[src/rtl/cam_pkg.sv]
// rtl/cam_pkg.sv - shared types and default geometry for the camera frame writer
package cam_pkg;

  localparam int DEF_H_PIXELS = 320;
  localparam int DEF_V_LINES  = 240;
  localparam int FB_DEPTH     = DEF_H_PIXELS * DEF_V_LINES;

  typedef enum logic [1:0] {
    IDLE,
    WAIT_VS,
    ACTIVE
  } fsm_t;

  typedef struct packed {
    logic [4:0] r;
    logic [5:0] g;
    logic [4:0] b;
  } rgb565_t;

endpackage

[src/rtl/sync_edge_det.sv]
// rtl/sync_edge_det.sv - registered input with rising/falling edge pulses
module sync_edge_det (
  input  logic clk,
  input  logic reset,
  input  logic d,
  output logic q,
  output logic rise,
  output logic fall
);

  logic q_prev;

  always_ff @(posedge clk or negedge reset) begin
    if (!reset) begin
      q      <= 1'b0;
      q_prev <= 1'b0;
    end else begin
      q      <= d;
      q_prev <= q;
    end
  end

  assign rise = q & ~q_prev;
  assign fall = ~q & q_prev;

endmodule

[src/rtl/cam_frame_writer.sv]
// rtl/cam_frame_writer.sv - OV7670-style byte stream to linear RGB565 frame-buffer writes
module cam_frame_writer
  import cam_pkg::*;
#(
  parameter int H_PIXELS = DEF_H_PIXELS,
  parameter int V_LINES  = DEF_V_LINES,
  parameter int ADDR_W   = $clog2(FB_DEPTH)
) (
  input  logic              clk,
  input  logic              reset,
  input  logic              capture_en,
  input  logic              vsync,
  input  logic              href,
  input  logic [7:0]        din,
  output logic              we,
  output logic [ADDR_W-1:0] wAddr,
  output logic [15:0]       wData,
  output logic              frame_done,
  output logic              line_err,
  output logic [7:0]        frame_cnt
);

  localparam int X_W = $clog2(H_PIXELS + 1) + 1;
  localparam int Y_W = $clog2(V_LINES + 1);
  localparam logic [X_W-1:0]    X_MAX = '1;
  localparam logic [X_W-1:0]    H_X   = X_W'(H_PIXELS);
  localparam logic [Y_W-1:0]    V_Y   = Y_W'(V_LINES);
  localparam logic [ADDR_W-1:0] H_A   = ADDR_W'(H_PIXELS);

  fsm_t              state, state_nxt;
  logic              vs_r, vs_rise, vs_fall;
  logic              hr_r, hr_rise, hr_fall;
  logic [7:0]        din_r, hi;
  logic              phase;
  logic [X_W-1:0]    x, x_post;
  logic [Y_W-1:0]    y;
  logic [ADDR_W-1:0] addr, addr_post;
  rgb565_t           pix_q;

  logic start, active, phase_eff, take_hi, take_lo, keep_pix;
  logic line_end, frame_end, abort;

  sync_edge_det u_vs (
    .clk(clk), .reset(reset), .d(vsync), .q(vs_r), .rise(vs_rise), .fall(vs_fall)
  );

  sync_edge_det u_hr (
    .clk(clk), .reset(reset), .d(href), .q(hr_r), .rise(hr_rise), .fall(hr_fall)
  );

  always_ff @(posedge clk or negedge reset) begin
    if (!reset) begin
      din_r <= 8'd0;
      state <= IDLE;
    end else begin
      din_r <= din;
      state <= state_nxt;
    end
  end

  // capture_en is only looked at when leaving IDLE or closing a frame
  always_comb begin
    state_nxt = state;
    case (state)
      IDLE:    if (capture_en) state_nxt = WAIT_VS;
      WAIT_VS: if (vs_fall) state_nxt = ACTIVE;
      ACTIVE:  if (frame_end || vs_rise) state_nxt = capture_en ? WAIT_VS : IDLE;
      default: state_nxt = IDLE;
    endcase
  end

  always_comb begin
    start  = 1'b0;
    active = 1'b0;
    case (state)
      WAIT_VS: start = vs_fall;
      ACTIVE:  active = 1'b1;
      default: ;
    endcase
  end

  // A new href pulse always begins on a high byte, whatever phase was left behind
  always_comb begin
    phase_eff = phase & ~hr_rise;
    take_lo   = active & hr_r & phase_eff;
    take_hi   = active & hr_r & ~phase_eff;
    keep_pix  = take_lo & (x < H_X);
    x_post    = (take_lo && x != X_MAX) ? x + 1'b1 : x;
    addr_post = keep_pix ? addr + 1'b1 : addr;
    line_end  = active & hr_fall;
    frame_end = line_end & ((y + 1'b1) == V_Y);
    abort     = active & vs_rise & ~frame_end;
  end

  always_ff @(posedge clk or negedge reset) begin
    if (!reset) begin
      we         <= 1'b0;
      wAddr      <= '0;
      pix_q      <= '0;
      frame_done <= 1'b0;
      line_err   <= 1'b0;
      frame_cnt  <= 8'd0;
      hi         <= 8'd0;
      phase      <= 1'b0;
      x          <= '0;
      y          <= '0;
      addr       <= '0;
    end else begin
      we         <= 1'b0;
      frame_done <= 1'b0;
      if (start) begin
        x        <= '0;
        y        <= '0;
        addr     <= '0;
        phase    <= 1'b0;
        line_err <= 1'b0;
      end else if (active) begin
        if (take_hi) begin
          hi    <= din_r;
          phase <= 1'b1;
        end
        if (take_lo) begin
          phase <= 1'b0;
          if (keep_pix) begin
            we    <= 1'b1;
            pix_q <= {hi, din_r};
            wAddr <= addr;
          end
        end
        if (line_end) begin
          x     <= '0;
          y     <= y + 1'b1;
          phase <= 1'b0;
          if (x_post != H_X) line_err <= 1'b1;
          // short line: skip the unwritten tail so the next line stays row-aligned
          addr <= (x_post < H_X) ? addr_post + (H_A - ADDR_W'(x_post)) : addr_post;
          if (frame_end) begin
            frame_done <= 1'b1;
            frame_cnt  <= frame_cnt + 8'd1;
          end
        end else begin
          x    <= x_post;
          addr <= addr_post;
        end
        if (abort) line_err <= 1'b1;
      end
    end
  end

  assign wData = pix_q;

endmodule

[config.mk]
export PLATFORM = sky130hd
export DESIGN_NAME = cam_frame_writer
export DESIGN_NICKNAME = d
export VERILOG_FILES = /design/src/rtl/cam_pkg.sv /design/src/rtl/sync_edge_det.sv /design/src/rtl/cam_frame_writer.sv
export SDC_FILE = /design/constraint.sdc
export NUM_CORES = 1
export LEC_CHECK = 0
export BUFFER_PORTS_ARGS = -buffer_cell sky130_fd_sc_hd__buf_2
export CAP_MARGIN = 20
export CORE_ASPECT_RATIO = 0.7
export CORE_MARGIN = 2
export CORE_UTILIZATION = 30
export CTS_BUF_LIST = sky130_fd_sc_hd__clkbuf_16
export DETAILED_ROUTE_END_ITERATION = 8
export HOLD_SLACK_MARGIN = 0.15
export PLACE_DENSITY = 0.57
export SKIP_LAST_GASP = 1
export SYNTH_ARGS = -nofsm -noshare
export SYNTH_HDL_FRONTEND = slang
export SYNTH_SLANG_ARGS = --single-unit
[constraint.sdc]
create_clock -name clk -period 7.25 [get_ports clk]
set_clock_uncertainty 0.05 [all_clocks]
set_input_delay 1.0875 -clock clk [delete_from_list [all_inputs] [get_ports clk]]
set_output_delay 1.0875 -clock clk [all_outputs]
set_load 0.02 [all_outputs]
==> results of run 1 <==
[cells in the mapped netlist (all sizes together) (5+ instances only)]
cell and count:
nand4 11, mux2i 6, xnor2 39, clkbuf 15, a221o 5, o21ai 47, inv 12, dfrtp 102
a31oi 7, ha 22, and3 11, nor3 13, a21oi 19, mux2 44, nand2 45, o211ai 5
nand3 18, nor4 7, xor2 12, nor2 23, buf 5
[layout by cell type, fill, tap and decap left out, drive strengths merged, types with 2 or more instances in the layout]
cell,Yosys,routed
inv,12,15
nor3,13,13
dfrtp,102,102
nand3,18,18
xnor2,39,39
or2,2,2
clkbuf,15,9
o211ai,5,5
and3,11,11
a21oi,19,19
and2b,2,2
a211oi,3,3
nor4,7,7
o31ai,4,4
nand2b,4,4
o22ai,2,2
and4,4,4
a22oi,4,4
buf,5,60
or3,3,3
a221o,5,5
ha,22,22
a31oi,7,7
a221oi,2,2
nand4,11,11
nor2,23,23
o21ai,47,47
nand2,45,45
a21o,4,4
xor2,12,12
mux2,44,44
o21a,4,4
nor3b,2,2
mux2i,6,6
clkinv,0,4
o21bai,2,2
[worst paths after layout]
check | from | end | cells past startpoint
min in group asynchronous | reset | wAddr[9] | 1
setup / recovery | x[0] | addr[16] | 19
hold reg to reg | u_vs.q | u_vs.q_prev | 0
max in group asynchronous | reset | wAddr[3] | 2
hold / removal | u_vs.q | u_vs.q_prev | 0
setup reg to reg | x[0] | addr[16] | 19
[routing by layer]
| metal | track usage | part of all wire | vias to the layer above |
|---|---|---|---|
| li1 | - | - | 2026 |
| met1 | 0.1952 | 0.48 | 2100 |
| met2 | 0.2056 | 0.44 | 104 |
| met3 | 0.03717 | 0.062 | 16 |
| met4 | 0.03859 | 0.016 | 0 |
| met5 | 0 | 0 | - |
[logic make-up (layout without fill, tap and decap cells)]
family | Yosys count | after routing
and+or+nand+nor | 149 | 149
AOI/OAI and AO/OA | 119 | 119
DFF | 102 | 102
xor gates and xnor gates | 51 | 51
muxes | 50 | 50
buffers and inverters | 32 | 88
adders and majority gates | 23 | 23
[worst register-to-register path: cells and delay by family (launching register included)]
kind                       cells  cell delay, ps
AOI/OAI and AO/OA              8            1930
buffers and inverters          1              80
and+or+nand+nor                4            1190
DFF                            1             480
xor gates and xnor gates       2             350
muxes                          1             320
adders and majority gates      3             810
[state kept, by name, summed over array words and instances, names as in the netlist]
signal	flops
addr	17
din_r	8
frame_cnt	8
frame_done	1
hi	8
line_err	1
phase	1
state	2
u_hr.q	1
u_hr.q_prev	1
u_vs.q	1
u_vs.q_prev	1
wAddr	17
wData	16
we	1
x	10
y	8
[layout make-up]
cell class / instances / share of cell area
sequential: 102 / 0.3963
clock buffer: 9 / 0.03497
clock inverter: 7 / 0.01127
inverter: 12 / 0.006993
timing repair buffer: 60 / 0.04856
tap: 236 / 0.04584
multi-input combinational: 392 / 0.4561
[through the flow]
step / util / instances
after CTS: 0.3537 / 818
after global routing: 0.3537 / 818
after floorplan: - / 526
after global placement: 0.3373 / 802
after detailed placement: 0.3373 / 802
final: 0.3537 / 818
[power by group through the flow]
| stage | clock network [mW] | registers (mW) | logic, mW |
|---|---|---|---|
| after floorplan | 0 | 0.679 | 0.161 |
| after global placement | 0 | 0.678 | 0.235 |
| after detailed placement | 0 | 0.684 | 0.242 |
| after CTS | 0.506 | 0.673 | 0.242 |
| after global routing | 0.532 | 0.681 | 0.269 |
| final | 0.487 | 0.671 | 0.241 |
==> summary.txt, run 1 <==
STA
  • Rel. slew slack: 0.3101
  • Finish-stage setup viols: 0
  • Min Tclk post-route: 5290 ps
  • Final hold viol count: 0
  • Worst-Margin Slew: 1024 ps
  • Part of the cycle the worst path needs: 0.7297
  • Post-Route Setup TNS: 0 ps
  • Fmax: 0.1890 GHz
  • Unrepaired setup endpoints after global routing: no
  • Hold slack: 382.5 ps
  • Final Slew Violations: 0
  • Final worst setup slack: 1960 ps

Finish
  • Storage element area: 2552 µm²
  • Layout cells sized above 1: 0.2526
  • Cell area after layout: 6441 µm²
  • Synth-to-Final Area Change: 14.25%
  • Filler cells: 1,806
  • Diode count: 0
  • Multi-input gate area: 2938 µm²
  • Final net count: 613

Floorplan
  • Die area: 19,920 µm²
  • I/O pin count: 57
  • Starting density of the core: 0.3096
  • Die W: 167.9 µm
  • # rows: 41
  • Die Height: 118.7 µm
  • Core area: 18,210 µm²

Power
  • Maximum VDD drop: 0.09916 mV
  • Reg power frac: 0.480
  • Clock network power share: 0.348
  • Sw frac: 0.3117
  • Power Total: 1.399 mW
  • Leak Pwr: 3.028 nW
  • Internal Power: 962.9 µW
  • Comb pwr share: 0.172
  • Pwr/cell area: 217.2 nW/µm²
  • Psw: 436.0 µW

Synthesis
  • Library cells used by synthesis: 66
  • Top cells by area, synth: dfrtp_1 45%, mux2_2 8.8%, xnor2_1 6.1%, ha_1 4.9%, o21ai_0 3.8%
  • Synth async-reset ratio: 1.000
  • Post-synth EDFFs: 0
  • Synth top area share: 0.4527
  • Simple-Gate Fraction of Synth Area: 0.1467
  • Compound-cell area share of the yosys netlist: 0.1420
  • Syn avg cell area: 10.72 µm²
  • Post-Synth XOR/XNOR Area: 0.07923
  • Synth Register Bits: 102
  • Largest area contributor in the netlist: dfrtp_1
  • Largest family of logic cells by synthesized area: simple AND/OR/NAND/NOR gates
  • Synth Warn #: 0
  • Mapped Nets: 562
  • Register area share after synthesis: 0.4527
  • Cells after synthesis: 526
  • Mux contribution to synthesized area: 0.09920
  • Synthesized cell area: 5638 µm²
  • Synth Flop Type: dfrtp_1
  • Synth Area in Adders: 0.05237

CTS
  • TritonCTS Buffers: 9
  • Setup Buffers After CTS: 0
  • CTS sink cnt: 102
  • Number of buffers on the longest clock path: 2
  • Clock latency on the worst-skew pair: 350 ps
  • H-tree levels: 3
  • CTS clk-pin slew, worst paths: 80 ps
  • CTS tree: built
  • CTS resizes: 0
  • Cts hold-fix bufs: 0
  • CTS root buffer: clkbuf_16

Outcome
  • Outcome: complete, no violations

Critical path
  • Worst path slowest cell: nor3_2
  • CP Class: flop to flop
  • Worst setup SP type: flop
  • Worst path required time: 7470 ps
  • Crit Path Max Fanout: 8
  • Largest stage delay, worst path: 490 ps
  • Critical Path AT: 5510 ps
  • Worst path cell trace: ha_1, nand2_1, nor4_4, nor3_2, mux2i_1, ha_1, inv_1, nor3_2, o21ai_0, xor2_1, ha_1, a2111o_1, o22ai_1, o21ai_0, a31oi_1, o21ai_0, xor2_1, a211o_1, a31oi_1
  • Buf/Inv on CP: 1
  • Worst Setup End Kind: flop
  • CP delay by family, top: compound AO/OA/AOI/OAI gates
  • R2R setup slack: 1960 ps

Global route
  • Largest net degree at the start of global routing: 64
  • Vias in the first global route: 4,251
  • Global Route Usage Sum: 0.1376
  • Global-route wire length before repair: 22,000 µm
  • Grt ovf: 0
  • Initial antenna violation count: 0

Detailed routing
  • Drt drc: 0
  • Avg Vias per Cell: 5.191
  • Via count: 4,246
  • Drt first pass iters: 6
  • Final WL: 13,150 µm
  • Initial DRC count: 282
  • DRT antenna net count: 0
  • Average wire per standard cell: 16.07 µm

Placed design
  • Area after DPL: 6143 µm²
  • Pre-CTS setup slack: 2097 ps
  • GPL Wtd Cong: 0.9006
  • DP HPWL: 9551 µm
  • Port buffer count: 56

Run
  • Max-Cap Viols: 0

Min path
  • Hold Crit Class: flop to flop
Note: power is estimated with default switching activity, not from simulation.
==> inputs of run 2 (changes only) <==
==> constraint.sdc (replaced) <==
create_clock -name clk -period 5.09 [get_ports clk]
set_clock_uncertainty 0.05 [all_clocks]
set_input_delay 0.7635 -clock clk [delete_from_list [all_inputs] [get_ports clk]]
set_output_delay 0.7635 -clock clk [all_outputs]
set_load 0.02 [all_outputs]
==> summary.txt, run 2 (synthesis gave the netlist of run 1 again) <==
Outcome
  • Outcome: complete, no violations (unchanged)

STA
  • Min Tclk post-route: 4730 ps (was 5290 ps)
  • Unrepaired setup endpoints after global routing: no (unchanged)
  • Finish-stage setup viols: 0 (unchanged)
  • Final hold viol count: 0 (unchanged)
  • Post-Route Setup TNS: 0 ps (unchanged)
  • Fmax: 0.2114 GHz (was 0.1890 GHz)
  • Worst-Margin Slew: 1054 ps (was 1024 ps)
  • Final Slew Violations: 0 (unchanged)
  • Part of the cycle the worst path needs: 0.9292 (was 0.7297)
  • Rel. slew slack: 0.2900 (was 0.3101)

Detailed routing
  • Drt first pass iters: 5 (was 6)
  • Final WL: 12,860 µm (was 13,150 µm)
  • Average wire per standard cell: 15.64 µm (was 16.07 µm)
  • DRT antenna net count: 0 (unchanged)
  • Initial DRC count: 332 (was 282)
  • Via count: 4,228 (was 4,246)
  • Drt drc: 0 (unchanged)
  • Avg Vias per Cell: 5.144 (was 5.191)

Critical path
  • Worst Setup End Kind: flop (unchanged)
  • Worst path cell trace: ha_1, nand2_1, nor4_4, nor3_4, mux2i_1, ha_2, inv_1, nor3_4, o21ai_0, xor2_1, ha_1, a2111o_1, o22ai_1, o21ai_0, a31oi_1, o21ai_0, xor2_1, a211o_1, a31oi_1 (was ha_1, nand2_1, nor4_4, nor3_2, mux2i_1, ha_1, inv_1, nor3_2, o21ai_0, xor2_1, ha_1, a2111o_1, o22ai_1, o21ai_0, a31oi_1, o21ai_0, xor2_1, a211o_1, a31oi_1)
  • CP Class: flop to flop (unchanged)
  • Critical Path AT: 4950 ps (was 5510 ps)
  • Crit Path Max Fanout: 7 (was 8)
  • Worst path most repeated cell: o21ai_0
  • Worst path required time: 5310 ps (was 7470 ps)
  • Worst setup SP type: flop (unchanged)
  • Largest stage delay, worst path: 470 ps (was 490 ps)
  • Worst path slowest cell: dfrtp_1 (was nor3_2)
  • Stages on the worst setup path: 19 (unchanged)
  • Worst reg2reg path depth: 19 (unchanged)
  • Buf/Inv on CP: 1 (unchanged)
  • CP delay by family, top: compound AO/OA/AOI/OAI gates (unchanged)

Floorplan
  • Die area: 19,920 µm² (unchanged)
  • Starting density of the core: 0.3096 (unchanged)
  • Die Height: 118.7 µm (unchanged)
  • Core area: 18,210 µm² (unchanged)
  • I/O pin count: 57 (unchanged)
  • # rows: 41 (unchanged)
  • Die W: 167.9 µm (unchanged)

Global route
  • Largest net degree at the start of global routing: 71 (was 64)
  • Vias in the first global route: 4,190 (was 4,251)
  • Grt ovf: 0 (unchanged)
  • Grt met2 use: 0.1896 (was 0.2056)
  • Met1 Use GR: 0.2022 (was 0.1952)
  • Global-route wire length before repair: 21,650 µm (was 22,000 µm)
  • Initial antenna violation count: 0 (unchanged)
  • Global Route Usage Sum: 0.1345 (was 0.1376)
  • GR peak layer: met1 (was met2)
  • Met3 Use GR: 0.03717 (unchanged)

Finish
  • Final net count: 617 (was 613)
  • Final Util: 0.3564 (was 0.3537)
  • Diode count: 0 (unchanged)
  • Multi-input gate area: 2953 µm² (was 2938 µm²)
  • Layout cells sized above 1: 0.2611 (was 0.2526)
  • Most frequent cells in the layout: 101 x dfrtp_1, 55 x buf_2, 44 x mux2_2, 43 x o21ai_0, 43 x nand2_1 (was 102 x dfrtp_1, 55 x buf_2, 44 x mux2_2, 43 x o21ai_0, 43 x nand2_1)
  • Synth-to-Final Area Change: 15.14% (was 14.25%)
  • Filler cells: 1,789 (was 1,806)
  • Storage element area: 2554 µm² (was 2552 µm²)
  • Most common cell after layout, fill and taps aside: dfrtp_1 (unchanged)

Power
  • Comb pwr share: 0.173 (was 0.172)
  • Psw: 619.4 µW (was 436.0 µW)
  • Reg power frac: 0.479 (was 0.480)
  • Power Total: 1.994 mW (was 1.399 mW)
  • Sw frac: 0.3107 (was 0.3117)
  • Internal Power: 1.374 mW (was 962.9 µW)
  • Leak Pwr: 3.053 nW (was 3.028 nW)
  • Clock network power share: 0.348 (about the same)
  • Pwr/cell area: 307.1 nW/µm² (was 217.2 nW/µm²)
  • Maximum VDD drop: 0.1424 mV (was 0.09916 mV)

CTS
  • CTS tree: built (unchanged)
  • Number of buffers on the longest clock path: 2 (unchanged)
  • TritonCTS Buffers: 9 (unchanged)
  • Cts hold-fix bufs: 0 (unchanged)
  • Clock latency on the worst-skew pair: 360 ps (was 350 ps)
  • H-tree levels: 3 (unchanged)
  • CTS sink cnt: 102 (unchanged)
  • CTS root buffer: clkbuf_16 (unchanged)
  • CTS clk-pin slew, worst paths: 80 ps (about the same)

Run
  • Max-Cap Viols: 0 (unchanged)

Placed design
  • Port buffer count: 56 (unchanged)
  • DP HPWL: 9321 µm (was 9551 µm)
  • GPL Wtd Cong: 0.9148 (was 0.9006)

Min path
  • Hold Crit Class: flop to flop (unchanged)
  • Hold depth: 0 (unchanged)
==> run 2: power by group through the flow <==
stage,clock network [mW],logic (mW),registers (mW)
finish,0.694,0.345,0.955
global route,0.754,0.385,0.969
CTS,0.715,0.340,0.956
detailed placement,0,0.340,0.971
global placement,0,0.330,0.966
floorplan,0,0.229,0.967
==> run 2: through the flow <==
stage | worst slack [ps] | area (µm²) | hold WS, ps | std cells
final | 360.4 | 6491 | 373.3 | 822
after global routing | 12.78 | 6491 | 393.5 | 822
after CTS | 64.20 | 6441 | 374.2 | 818
after detailed placement | 77.85 | 6143 | 354.6 | 802
after global placement | 288.7 | 6143 | 342.1 | 802
after floorplan | 699.9 | 5638 | 325.4 | 526
==> run 2: final timing paths <==
kind | from | slack, ps | end
min reg2reg | u_vs.q | 370 | u_vs.q_prev
max | x[1] | 360 | addr[16]
max reg2reg | x[1] | 360 | addr[16]
min in group asynchronous | reset | 470 | wAddr[9]
min | u_vs.q | 370 | u_vs.q_prev
max in group asynchronous | reset | 3540 | x[0]
==> run 2: metal layers <==
| metal | vias up | routed length (µm) |
|---|---|---|
| met5 | - | 0 |
| met2 | 108 | 5425 |
| met1 | 2068 | 6593 |
| li1 | 2040 | - |
| met4 | 0 | 119 |
| met3 | 12 | 718 |
==> run 2: what timing repair did <==
item | 4_1_cts | 5_1_grt
endpoints found under the setup margin | 0 | 3
buffers inserted | 0 | 3
resized for setup | 0 | 4
endpoints found under the hold margin | 0 | 0
==> run 2: cell type report <==
type	count	area share
multi-input cells	392	0.4549
clock buffers	9	0.03470
clock inverters	7	0.01118
flip-flops and latches	102	0.3934
repair buffers	64	0.05339
well taps	236	0.04549
inverters	12	0.006939
